$ cat src/rtl/frame_capture_writer.sv
// Frame capture writer: arms on request, locks to the next start-of-frame and
// writes one WIDTH x HEIGHT frame into a single-port RAM in raster order.
module frame_capture_writer #(
   parameter int DATA_WIDTH = 8,
   parameter int WIDTH      = 176,
   parameter int HEIGHT     = 176,
   parameter int ADDR_WIDTH = 15
) (
   input  logic                  pclk,
   input  logic                  reset,
   input  logic                  cap_req,
   input  logic                  pix_valid,
   input  logic                  pix_sof,
   input  logic [DATA_WIDTH-1:0] pix_data,
   output logic [ADDR_WIDTH-1:0] ram_addr,
   output logic [DATA_WIDTH-1:0] ram_data,
   output logic                  ram_wren,
   output logic                  busy,
   output logic                  frame_done,
   output logic                  err_flag
);

   localparam int unsigned             NPIX = WIDTH * HEIGHT;
   localparam logic [ADDR_WIDTH-1:0] LAST = ADDR_WIDTH'(NPIX - 1);

   typedef enum logic [1:0] {IDLE, ARMED, CAPTURE} state_t;

   state_t                state, state_nxt;
   logic [ADDR_WIDTH-1:0] pix_cnt;
   logic [ADDR_WIDTH-1:0] wr_idx;
   logic                  accept, done_pix, restart_err, arm;

   always_ff @(posedge pclk) begin
      if (reset) state <= IDLE;
      else       state <= state_nxt;
   end

   always_comb begin
      state_nxt = state;
      case (state)
         IDLE:    if (cap_req) state_nxt = ARMED;
         ARMED:   if (accept)  state_nxt = done_pix ? IDLE : CAPTURE;
         CAPTURE: if (done_pix) state_nxt = IDLE;
         default: state_nxt = IDLE;
      endcase
   end

   // sof always lands on index 0, so a sof on the last pixel restarts instead of completing
   always_comb begin
      busy        = (state == ARMED) || (state == CAPTURE);
      arm         = (state == IDLE) && cap_req;
      accept      = pix_valid && ((state == CAPTURE) || ((state == ARMED) && pix_sof));
      wr_idx      = pix_sof ? '0 : pix_cnt;
      done_pix    = accept && (wr_idx == LAST);
      restart_err = (state == CAPTURE) && pix_valid && pix_sof && (pix_cnt != '0);
   end

   always_ff @(posedge pclk) begin
      if (reset) begin
         pix_cnt    <= '0;
         ram_addr   <= '0;
         ram_data   <= '0;
         ram_wren   <= 1'b0;
         frame_done <= 1'b0;
         err_flag   <= 1'b0;
      end else begin
         ram_wren   <= accept;
         frame_done <= done_pix;
         if (accept) begin
            ram_addr <= wr_idx;
            ram_data <= pix_data;
            pix_cnt  <= done_pix ? '0 : wr_idx + 1'b1;
         end
         if (arm)              err_flag <= 1'b0;
         else if (restart_err) err_flag <= 1'b1;
      end
   end

endmodule

$ cat config.mk
export PLATFORM = sky130hd
export DESIGN_NAME = frame_capture_writer
export DESIGN_NICKNAME = d
export VERILOG_FILES = /design/src/rtl/frame_capture_writer.sv
export SDC_FILE = /design/constraint.sdc
export NUM_CORES = 1
export LEC_CHECK = 0
export ABC_CLOCK_PERIOD_IN_PS = 3500
export CAP_MARGIN = 20
export CORE_ASPECT_RATIO = 1.25
export CORE_MARGIN = 2
export CORE_UTILIZATION = 45
export CTS_BUF_LIST = sky130_fd_sc_hd__clkbuf_2 sky130_fd_sc_hd__clkbuf_4 sky130_fd_sc_hd__clkbuf_8
export DETAILED_ROUTE_END_ITERATION = 10
export PLACE_DENSITY_LB_ADDON = 0.2
export SYNTH_ARGS = -nofsm -noshare
export SYNTH_HDL_FRONTEND = slang
export SYNTH_SLANG_ARGS = --single-unit
$ cat constraint.sdc
create_clock -name pclk -period 3.5 [get_ports pclk]
set_input_delay 0.525 -clock pclk [delete_from_list [all_inputs] [get_ports pclk]]
set_output_delay 0.525 -clock pclk [all_outputs]
set_load 0.005 [all_outputs]
# Word level (Yosys, flattened, before mapping)
# Cells that the tools add are included.
# classes
addsub,1
eq_ne,6
n_mux,7
reduce_logical,13
# ops
operator,count
$mux W15,2
$add A15 B1 Y15 const B,1
$eq A15 B15 Y1 const B,1
$reduce_bool A15 Y1,1
$mux W2,4
$logic_and A1 B1 Y1,7
$ne A2 B2 Y1 const B,3
$pmux W2 S3,1
$reduce_and A3 Y1,1
$eq A2 B1 Y1 const B,1
$eq A2 B2 Y1 const B,1
$logic_not A2 Y1,1
$logic_or A1 B1 Y1,2
$reduce_or A2 Y1,1
# word_totals
ff_bits,43
out_inout_bits,27
elab_cells,34

# Longest topological paths before layout
# Gate-level depths: netlist of run 1.
# depth
ltp_word,8
mapped_depth,10

# Worst setup path before layout of run 1
# Ideal clock, no wire load.
# synth_timing
path_type,input to register
start,input port pix_sof
end,register pix_cnt[11]
setup_time_ns,0.074
t_arrival_ns,2.297
t_required_ns,3.426
setup_slack_ns,1.129
path_stages,9
n_path_buf,3
cell_sequence,buf_4 > clkbuf_1 > nor2b_1 > ha_1 > and4_4 > buf_6 > and4_4 > or4_1 > a31oi_1
# synth_between
elab_cells_between_ends,8
classes_between,add/sub (1); eq/ne (1); mux (2); reduce/logical (4)
# synth_rtl
item,line,source
from (decl),13,"input logic pix_sof,"
$mux W15 (*),53,wr_idx = pix_sof ? '0 : pix_cnt;
via wr_idx[1],30,logic [ADDR_WIDTH-1:0] wr_idx;
"parallel branches: the longest is 2 deep, another holds $add A15 B1 Y15",-,
$mux W15 (*),72,pix_cnt <= done_pix ? '0 : wr_idx + 1'b1;
to (signal assigned),72,
to (decl),29,logic [ADDR_WIDTH-1:0] pix_cnt;
# Mark *: on every way through the listed nets, which the timed path passes.
# A chain may end at the register's enable or synchronous reset.

# Final worst setup path of run 1
# layout_timing
start,input port pix_sof
end,register pix_cnt[14]
# Same word-level chain as after synthesis.

==> impl_results.md, run 1 <==
- Status: finished clean
- Wire length of the first global-routing pass: between 7 and 8 mm
- Die area: 5180 µm²
- Half-perimeter wire length of the detailed placement result: 3.18 mm
- Adder-cell area share of the yosys netlist: 2.41%
- CP Data Arrival Time: 2.60 ns
- Number of global-route vias before repair: 1698
- Proportion of netlist area held by the largest area contributor: 41.4%
- Category of the critical setup timing path: primary input to register
- Dominant register cell in the synthesized netlist: sky130_fd_sc_hd__dfxtp_1
- Setup Viol. Count Final: 0
- Post-synthesis sequential area ratio: 41.4%
- Remaining global-route overflow: 0
- Setup repair after global routing missed its margin: false
- Core region area: 4430 µm²
- Number of port buffers: 39
- Maximum Capacitance Violations: 0
- Post-Syn Area per Cell: 8.28 µm²
- Share of post-route cells with drive strength above 1: 6.36%
- Count of standard-cell rows: 27
- Layout area overhead: 23.6%
- Antenna violations before repair: 0
- Initial core utilization: 47.0%
- Net count, final: 299
- Final Hold Slack: 0.450 ns
- Synth Cell Area: 2080 µm²
- Shortest clock period the worst path allows after layout: ~2.4 ns
- Total vias in the final route: approximately 1900
- Top Ports: 40
- Post-synth cell types: 36
- H-tree depth: 2
- Final slew viol count: 0
- Tightest Pin Transition: 1.03 ns
- Detailed Route WL: about 4.7 mm
- Horizontal die dimension: 64.8 µm
- Proportion of synthesized area in mux cells: 1.44%
- Compound-gate portion of the synthesized area: 15.3%
- Summed negative setup slack over all endpoints: 0 ns
- Element type at the critical path start: primary input
- Simple-Gate Fraction of Synth Area: approximately a third
- Post-synthesis cell type with the largest combined area: sky130_fd_sc_hd__dfxtp_1
- Last weighted congestion value of the routability-driven placer: 0.849
- Detailed-route vias per instance: 5.57
- Cells after Synth: 251
- EDFF count, synth: 0
- Final hold violations: 0
- Worst Hold Class: register to register
- Clock tree sinks: 43
- Worst ir drop on vdd: 0.225 mV
- Deepest clock path buffer count: 2
- Data required time at the worst endpoint: 3.73 ns
- Xor-xnor portion of the synthesized cell area: 0%
- Count of yosys warnings during synthesis: 0
- # fillers: 421
- Number of CTS-inserted buffers: 5
- Clock-pin slew reported for the worst setup and hold paths after clock tree synthesis: ~0.080 ns
- GRT Util Overall: 18.7%
- Final Skew: 0.00577 ns
- Antenna cell count: 0
- Total iterations of the first detailed-routing run: 4
- Synthesis-stage register bit count: 43
- Reported leakage power: between 0.0008 and 0.0009 µW
- Clock tree from TritonCTS: yes
- Cells resized by post-CTS repair: 0
- Y dimension of the die: 80 µm
- Post CTS Setup Buffer Count: 0
- Post-Syn Nets: 268
- Main combinational cell family by area after synthesis: simple AND/OR/NAND/NOR gates
- Type of destination of the critical path: register
- Final period utilization: 68.0%
- Largest cells by area after synthesis: sky130_fd_sc_hd__dfxtp_1, sky130_fd_sc_hd__nand2_1, sky130_fd_sc_hd__a21oi_1
- Headroom to the max-slew limit: 31.1%
- Post-CTS Hold Fix Bufs: 0
- Root Buffer Master: sky130_fd_sc_hd__clkbuf_8
- Violation count after the first detailed-routing iteration: 118
- Clock latency on the worst-skew pair: 0.30 ns
- Largest net degree at the start of global routing: 50
- WL per Instance: 13.7 µm
- Antenna viol nets, final: 0
- Post-synthesis async set-or-reset flop share: 0%
- Max Clock Freq: between 400 and 500 MHz
- Pwr Density: slightly below 500 nW/µm²
- Largest fanout of any net on the critical path: 7
- Post-detailed-route DRC marker count: 0
==> worst max-delay path: stages <==
cell and delay (ns):
sky130_fd_sc_hd__clkdlybuf4s50_1 0.44, sky130_fd_sc_hd__nor2b_1 0.29, sky130_fd_sc_hd__ha_1 0.29, sky130_fd_sc_hd__and4_4 0.29
sky130_fd_sc_hd__nand4_1 0.17, sky130_fd_sc_hd__or4_1 0.43, sky130_fd_sc_hd__a31oi_1 0.17
==> worst paths after layout <==
kind | end | cells past startpoint | slack, ns | startpoint
hold / removal | ram_addr[14]$_SDFFE_PP0P_ | 2 | 0.45 | ram_addr[14]$_SDFFE_PP0P_
hold reg to reg | ram_addr[14]$_SDFFE_PP0P_ | 2 | 0.45 | ram_addr[14]$_SDFFE_PP0P_
setup reg to reg | pix_cnt[14]$_SDFFE_PP0P_ | 6 | 1.31 | pix_cnt[0]$_SDFFE_PP0P_
setup / recovery | pix_cnt[14]$_SDFFE_PP0P_ | 7 | 1.12 | pix_sof
==> area by class of cell <==
cell class	instances	area [µm²]	share of cell area (%)
tap	58	72.6	2.82
clock buffer	5	68.8	2.68
clock inverter	3	67.6	2.63
sequential	43	861	33.5
timing repair buffer	44	428	16.7
inverter	3	11.3	0.438
multi-input combinational	185	1060	41.3
==> routing by layer <==
| layer | wire length (µm) | track usage, % |
|---|---|---|
| met1 | 2090 | 22.2 |
| met2 | 2260 | 32.7 |
| met3 | 222 | 3.81 |
| met4 | 91 | 7.45 |
| met5 | 0 | 0 |
==> registers in the layout, indices dropped and copies added (netlist names) <==
register,cells
pix_cnt,15
ram_addr,15
ram_data,8
state,2
err_flag,1
frame_done,1
ram_wren,1
==> cells in the final DEF (no fill, tap or decap), drive strengths merged, types with 4 or more instances in the layout <==
cell type	n
nor2b	6
a21oi	32
nor2	8
ha	4
buf	5
dfxtp	43
a31oi	10
and4	4
clkdlybuf4s50	39
or4	5
clkbuf	5
nand2	50
nand3	12
o21ai	6
nand3b	12
nand4	8
or3	5
==> logic make-up after synthesis <==
kind of cell             Yosys count
multiplexers                       3
AND/OR/NAND/NOR                  122
buffers and inverters             23
flip-flops                        43
adder cells (fa/ha/maj)            4
AO/OA/AOI/OAI                     56
==> synthesized netlist by cell type, types with 2 or more instances <==
master / count
sky130_fd_sc_hd__buf_4: 5
sky130_fd_sc_hd__o21ai_0: 6
sky130_fd_sc_hd__ha_1: 4
sky130_fd_sc_hd__nor4_1: 3
sky130_fd_sc_hd__and4_4: 2
sky130_fd_sc_hd__and4b_1: 2
sky130_fd_sc_hd__or3_1: 4
sky130_fd_sc_hd__dfxtp_1: 43
sky130_fd_sc_hd__and4_1: 2
sky130_fd_sc_hd__mux2i_1: 3
sky130_fd_sc_hd__nor2_1: 8
sky130_fd_sc_hd__a21oi_1: 31
sky130_fd_sc_hd__o31ai_1: 2
sky130_fd_sc_hd__nand3_1: 12
sky130_fd_sc_hd__nor2b_1: 6
sky130_fd_sc_hd__o211ai_1: 3
sky130_fd_sc_hd__inv_1: 3
sky130_fd_sc_hd__or4_1: 5
sky130_fd_sc_hd__nor3_1: 2
sky130_fd_sc_hd__a31oi_1: 10
sky130_fd_sc_hd__nand3b_1: 12
sky130_fd_sc_hd__clkbuf_1: 5
sky130_fd_sc_hd__nand4_1: 8
sky130_fd_sc_hd__nand2_1: 50
sky130_fd_sc_hd__buf_2: 4
sky130_fd_sc_hd__a41oi_1: 2
sky130_fd_sc_hd__buf_6: 5
==> metrics by stage <==
stage	setup WS, ns	instance area [µm²]	std cells	total power (µW)	utilization (%)
detailed placement	0.841	2430	333	798	55.0
floorplan	1.13	2080	251	717	-
global placement	0.828	2430	333	795	55.0
global route	1.05	2570	341	1310	58.1
CTS	1.15	2570	341	1260	58.1
finish	1.12	2570	341	1240	58.1
==> where the power goes <==
group,leakage (µW),internal [µW],switching (µW),total (µW)
combinational,0.000420,116,137,253
sequential,0.000347,513,17.0,530
clock,0.0000644,285,177,461
(Power assumes the default switching activity.)
==> run 2, diff against run 1 <==
ABC_CLOCK_PERIOD_IN_PS = 2000   (was 3500)
clock period = 2 ns   (was 3.5 ns; I/O delays follow)
==> impl_results.md, run 2 (synthesized netlist as in run 1, its figures left out) <==
- Status: finished clean
- Net count, final: 320 (+7.0%)
- Horizontal die dimension: 64.8 µm (unchanged)
- Post CTS Setup Buffer Count: 0 (unchanged)
- Final hold violations: 0 (unchanged)
- Antenna cell count: 0 (unchanged)
- CP Data Arrival Time: 2.06 ns (-0.54 ns)
- Final slew viol count: 0 (unchanged)
- Layout area overhead: 30.3%
- Startpoint of the worst-slack reg-to-reg timing path: pix_cnt[0]$_SDFFE_PP0P_
- Worst Min Path Start: ram_addr[5]$_SDFFE_PP0P_
- H-tree depth: 2 (unchanged)
- Final Skew: 0.00475 ns (-0.00102 ns)
- Share of post-route cells with drive strength above 1: 13.9% (+7.5 points)
- Clock latency on the worst-skew pair: 0.29 ns (about the same)
- Wire length of the first global-routing pass: 8.61 mm (+12%)
- Worst Hold End: ram_addr[5]$_SDFFE_PP0P_
- Summed negative setup slack over all endpoints: 0 ns (unchanged)
- Core region area: 4430 µm² (unchanged)
- Max Clock Freq: around 540 MHz
- Data required time at the worst endpoint: 2.23 ns (-1.50 ns)
- Hold Path Stages: 2 (unchanged)
- Category of the critical setup timing path: register to register
- Fin worst setup slack: 0.165 ns (-0.956 ns)
- Maximum Capacitance Violations: 0 (unchanged)
- Top Ports: 40 (unchanged)
- Headroom to the max-slew limit: 69.8% (+39 points)
- Number of port buffers: 39 (unchanged)
- Clock-pin slew reported for the worst setup and hold paths after clock tree synthesis: 0.08 ns (about the same)
- Placement-stage worst setup slack: -0.222 ns (-1.06 ns)
- Clock tree from TritonCTS: yes
- Final period utilization: 91.8%
- Root Buffer Master: sky130_fd_sc_hd__clkbuf_8
- Count of standard-cell rows: 27 (unchanged)
- Reported leakage power: 0.000931 µW (+12%)
- Worst Hold Class: register to register
- Half-perimeter wire length of the detailed placement result: 3.45 mm (+8.5%)
- Switching share of total power: 27.1% (+0.52 points)
- Detailed-route vias per instance: 5.43 (-2.4%)
- Net switching power figure: 565 µW (+71%)
- Largest fanout of any net on the critical path: 6 (-1)
- Setup Viol. Count Final: 0 (unchanged)
- WL per Instance: 13.5 µm (-1.6%)
- Deepest clock path buffer count: 2 (unchanged)
- Type of destination of the critical path: register
- Last weighted congestion value of the routability-driven placer: 0.879 (+3.5%)
- Detailed Route WL: 4.86 mm (+4.2%)
- Post-detailed-route DRC marker count: 0 (unchanged)
- Die area: 5180 µm² (unchanged)
- Tightest Pin Transition: 0.450 ns (-0.580 ns)
- Setup repair after global routing missed its margin: false
- Top library cells by usage in the layout, fill and taps aside: sky130_fd_sc_hd__nand2_1, sky130_fd_sc_hd__dfxtp_1, sky130_fd_sc_hd__clkdlybuf4s50_1, sky130_fd_sc_hd__a21oi_1, sky130_fd_sc_hd__buf_4
- Share of total power in sequential cells: 44.4% (+1.8 points)
- Largest net degree at the start of global routing: 33 (-34%)
- Number of CTS-inserted buffers: 5 (unchanged)
- Post-CTS Hold Fix Bufs: 0 (unchanged)
- Cells resized by post-CTS repair: 0 (unchanged)
- Comb power frac: 24.0% (+3.7 points)
- Number of cell instances on the worst register-to-register path: 6 (unchanged)
- Pwr Density: 769 nW/µm² (+59%)
- Clock tree sinks: 43 (unchanged)
- Internal Dissipation: 1520 µW (+66%)
- Antenna viol nets, final: 0 (unchanged)
- Total vias in the final route: 1962 (+3.4%)
- Worst ir drop on vdd: 0.779 mV (+250%)
- Remaining global-route overflow: 0 (unchanged)
- Slack of the worst reg-to-reg path: 0.16 ns (-1.15 ns)
- Total iterations of the first detailed-routing run: 4 (unchanged)
- Y dimension of the die: 80 µm (unchanged)
- Shortest clock period the worst path allows after layout: 1.84 ns
- Reg2Reg Capture Point: pix_cnt[14]$_SDFFE_PP0P_
- Final core utilization: 61.2% (+3.2 points)
- GRT Util Overall: 21.3% (+2.6 points)
- Number of global-route vias before repair: 1904 (+12%)
- Part of the total power dissipated in the clock network: 31.6% (-5.5 points)
- Initial core utilization: 47.0% (unchanged)
- Antenna violations before repair: 0 (unchanged)
- Biggest regs: pix_cnt: 15 flops, ram_addr: 15 flops, ram_data: 8 flops
- Violation count after the first detailed-routing iteration: 106 (-10%)
- Element type at the critical path start: register
- Most common cell after layout, fill and taps aside: sky130_fd_sc_hd__nand2_1
-- run 2: changes by cell type in the layout (fill, tap and decap cells not counted), sizes merged --
cell / before / now
clkbuf: 5 / 6
bufinv: 2 / 1
clkdlybuf4s50: 39 / 38
buf: 5 / 26
clkinvlp: 1 / 0
dlymetal6s2s: 0 / 1
-- run 2: routing by layer --
| metal | track usage [%] | vias up | part of all wire (%) | wire length [µm] |
|---|---|---|---|---|
| met4 | 9.57 | 0 | 1.5 | 75 |
| met1 | 26.1 | 900 | 44 | 2120 |
| met2 | 35.4 | 57 | 49 | 2390 |
| met3 | 4.80 | 5 | 5.5 | 267 |
| li1 | - | 1000 | - | - |
| met5 | 0 | - | 0 | 0 |
-- run 2: final cells by class --
class / count / area [µm²]
clock inverters: 1 / 30.0
clock buffers: 6 / 76.3
inverters: 3 / 11.3
multi-input cells: 185 / 1070
well taps: 58 / 72.6
repair buffers: 65 / 589
fillers: 425 / 1720
flip-flops and latches: 43 / 861
-- run 2: per-stage QoR --
stage / area, µm² / total power (µW) / hold WS, ns / cells
2_1_floorplan: 2090 / 1260 / 0.401 / 251
3_3_place_gp: 2590 / 1440 / 0.440 / 353
3_5_place_dp: 2590 / 1440 / 0.444 / 353
4_1_cts: 2700 / 2100 / 0.455 / 360
5_1_grt: 2710 / 2200 / 0.469 / 361
6_report: 2710 / 2080 / 0.451 / 361
-- run 2: power by group through the flow --
stage / logic [µW] / clock network (µW) / registers (µW)
2_1_floorplan: 314 / 0 / 942
3_3_place_gp: 493 / 0 / 944
3_5_place_dp: 494 / 0 / 945
4_1_cts: 500 / 671 / 925
5_1_grt: 557 / 713 / 929
6_report: 500 / 659 / 925
-- run 2: how the worst max path moves through the flow --
stage | startpoint | endpoint | slack [ns]
after floorplan | pix_sof | pix_cnt[14]$_SDFFE_PP0P_ | 0.004
after global placement | pix_sof | pix_cnt[14]$_SDFFE_PP0P_ | -0.18
after detailed placement | pix_sof | pix_cnt[14]$_SDFFE_PP0P_ | -0.22
after CTS | pix_sof | pix_cnt[14]$_SDFFE_PP0P_ | 0.07
after global routing | pix_cnt[0]$_SDFFE_PP0P_ | pix_cnt[14]$_SDFFE_PP0P_ | 0.04
final | pix_cnt[0]$_SDFFE_PP0P_ | pix_cnt[14]$_SDFFE_PP0P_ | 0.16
-- run 2: critical path: stages (launching register included) --
cell and delay [ns]:
sky130_fd_sc_hd__dfxtp_1 0.40, sky130_fd_sc_hd__nor2b_2 0.20, sky130_fd_sc_hd__ha_2 0.19, sky130_fd_sc_hd__and4_4 0.27
sky130_fd_sc_hd__nand4_1 0.13, sky130_fd_sc_hd__or4_1 0.41, sky130_fd_sc_hd__a31oi_1 0.16
==> run 3, diff against run 2 <==
CORE_MARGIN = 3   (was 2)
SLEW_MARGIN = 20   (was default)
==> impl_results.md, run 3 (synthesized netlist as in run 1, its figures left out) <==
- Y dimension of the die: 82 µm (+2.5%)
- Largest fanout of any net on the critical path: 4 (-2)
- Multi-input gate area in the final layout: 1070 µm² (unchanged)
- Total iterations of the first detailed-routing run: 5 (+1)
- Status: finished clean
- Number of cell instances on the worst register-to-register path: 6 (unchanged)
- Max Clock Freq: 552 MHz (+1.3%)
- Type of destination of the critical path: primary output
- Top library cells by usage in the layout, fill and taps aside: sky130_fd_sc_hd__nand2_1, sky130_fd_sc_hd__dfxtp_1, sky130_fd_sc_hd__clkdlybuf4s50_1, sky130_fd_sc_hd__a21oi_1, sky130_fd_sc_hd__buf_4
- Post-detailed-route DRC marker count: 0 (unchanged)
- Largest net degree at the start of global routing: 32 (-3.0%)
- Count of standard-cell rows: 27 (unchanged)
- Comb power frac: 26.6% (+2.6 points)
- Die area: 5480 µm² (+5.7%)
- # fillers: 423 (-0.47%)
- Wire length of the first global-routing pass: 8.41 mm (-2.3%)
- Deepest clock path buffer count: 2 (unchanged)
- Net count, final: 324 (+1.3%)
- Biggest regs: pix_cnt: 15 flops, ram_addr: 15 flops, ram_data: 8 flops
- Final Skew: 0.00816 ns (+0.00341 ns)
- Worst Hold Class: register to register
- Root Buffer Master: sky130_fd_sc_hd__clkbuf_8
- Clock latency on the worst-skew pair: 0.30 ns (about the same)
- Core region area: 4430 µm² (unchanged)
- Part of the total power dissipated in the clock network: 27.7% (-3.9 points)
- Maximum Capacitance Violations: 0 (unchanged)
- Last weighted congestion value of the routability-driven placer: 0.895 (+1.8%)
- Setup Viol. Count Final: 0 (unchanged)
- Antenna violations before repair: 0 (unchanged)
- Slack of the worst reg-to-reg path: 0.24 ns (+0.08 ns)
- Clock-pin slew reported for the worst setup and hold paths after clock tree synthesis: 0.08 ns (about the same)
- Sequential cell area: 861 µm² (unchanged)
- Fin worst setup slack: 0.188 ns (+0.0230 ns)
- Final slew viol count: 0 (unchanged)
- Total vias in the final route: 1982 (+1.0%)
- Placement-stage worst setup slack: -0.269 ns (-0.0470 ns)
- Horizontal die dimension: 66.8 µm (+3.1%)
- Remaining global-route overflow: 0 (unchanged)
- Data required time at the worst endpoint: 1.70 ns (-0.53 ns)
- Layout area overhead: 30.9%
- Setup repair after global routing missed its margin: false
- Number of global-route vias before repair: 1833 (-3.7%)
- Detailed-route vias per instance: 5.42 (-0.36%)
- Worst ir drop on vdd: 0.594 mV (-24%)
- Post-CTS Hold Fix Bufs: 0 (unchanged)
- Number of port buffers: 39 (unchanged)
- Antenna cell count: 0 (unchanged)
- CP Data Arrival Time: 1.51 ns (-0.55 ns)
- Top Ports: 40 (unchanged)
- GRT Util Overall: 19.8% (-1.5 points)
- Number of CTS-inserted buffers: 5 (unchanged)
- Final hold violations: 0 (unchanged)
- Switching share of total power: 29.4% (+2.4 points)
- Shortest clock period the worst path allows after layout: 1.81 ns (-0.0230 ns)
- Internal Dissipation: 1420 µW (-6.4%)
- Net switching power figure: 594 µW (+5.1%)
- Tightest Pin Transition: 0.455 ns (+0.00508 ns)
- Detailed Route WL: 4.86 mm (+0.14%)
- Headroom to the max-slew limit: 69.4% (-0.34 points)
- Pwr Density: 741 nW/µm² (-3.7%)
- Half-perimeter wire length of the detailed placement result: 3.42 mm (-0.90%)
- Violation count after the first detailed-routing iteration: 102 (-3.8%)
- Share of post-route cells with drive strength above 1: 15.3% (+1.4 points)
- Hold Path Stages: 2 (unchanged)
- Antenna viol nets, final: 0 (unchanged)
- WL per Instance: 13.3 µm (-1.2%)
- Initial core utilization: 47.0% (unchanged)
- Area of all placed cells without fillers: 2720 µm² (+0.42%)
- Instance area after placement: 2630 µm² (+1.5%)
- Most common cell after layout, fill and taps aside: sky130_fd_sc_hd__nand2_1
- Reported leakage power: 0.000940 µW (+1.0%)
- Clock tree from TritonCTS: yes
- Element type at the critical path start: register
- Share of total power in sequential cells: 45.7% (+1.3 points)
- Category of the critical setup timing path: register to primary output
- H-tree depth: 2 (unchanged)
- Final period utilization: 90.6% (-1.2 points)
- Clock tree sinks: 43 (unchanged)
## run 3: worst paths after layout
path / from / end
max: state[1]$_SDFFE_PP0P_ / busy
min reg2reg: ram_addr[6]$_SDFFE_PP0P_ / ram_addr[6]$_SDFFE_PP0P_
max reg2reg: pix_cnt[1]$_SDFFE_PP0P_ / pix_cnt[5]$_SDFFE_PP0P_
min: ram_addr[6]$_SDFFE_PP0P_ / ram_addr[6]$_SDFFE_PP0P_
## run 3: metal layers
metal	vias to the layer above	part of all wire, %	routed length, µm	GRT usage, %
met5	-	0	0	0
met4	0	1.7	85	7.52
li1	1010	-	-	-
met1	922	48	2310	25.8
met2	41	47	2270	31.7
met3	9	4.1	197	4.24
## run 3: final cells by class
type	count	area share, %
Inverter	3	0.414
Tap cell	58	2.67
Clock buffer	6	2.80
Sequential cell	43	31.6
Multi-Input combinational cell	185	39.3
Clock inverter	2	0.460
Timing Repair Buffer	69	22.7
## run 3: per-stage QoR
step / total power, µW / util (%) / instances / setup TNS [ns] / hold WS, ns
after floorplan: 1260 / - / 251 / 0 / 0.401
after global placement: 1470 / 59.3 / 358 / -2.77 / 0.439
after detailed placement: 1480 / 59.3 / 358 / -3.61 / 0.445
after CTS: 2030 / 61.4 / 366 / 0 / 0.456
after global routing: 2130 / 61.5 / 366 / 0 / 0.473
final: 2020 / 61.5 / 366 / 0 / 0.452
## run 3: what timing repair did
item                                    in CTS  in global routing
setup buffers                                0                  0
endpoints found under the setup margin       0                 11
resized for setup                            0                  4
## run 3: critical path: stages, from the launching register on
cell and delay [ns]:
sky130_fd_sc_hd__dfxtp_1 0.38, sky130_fd_sc_hd__inv_1 0.08, sky130_fd_sc_hd__ha_1 0.27, sky130_fd_sc_hd__clkdlybuf4s50_1 0.49
## run 3: power by group through the flow
stage | clock, µW | sequential, µW | combinational (µW)
floorplan | 0 | 942 | 314
detailed placement | 0 | 941 | 536
global placement | 0 | 940 | 529
global route | 607 | 927 | 597
CTS | 573 | 921 | 539
finish | 559 | 921 | 535
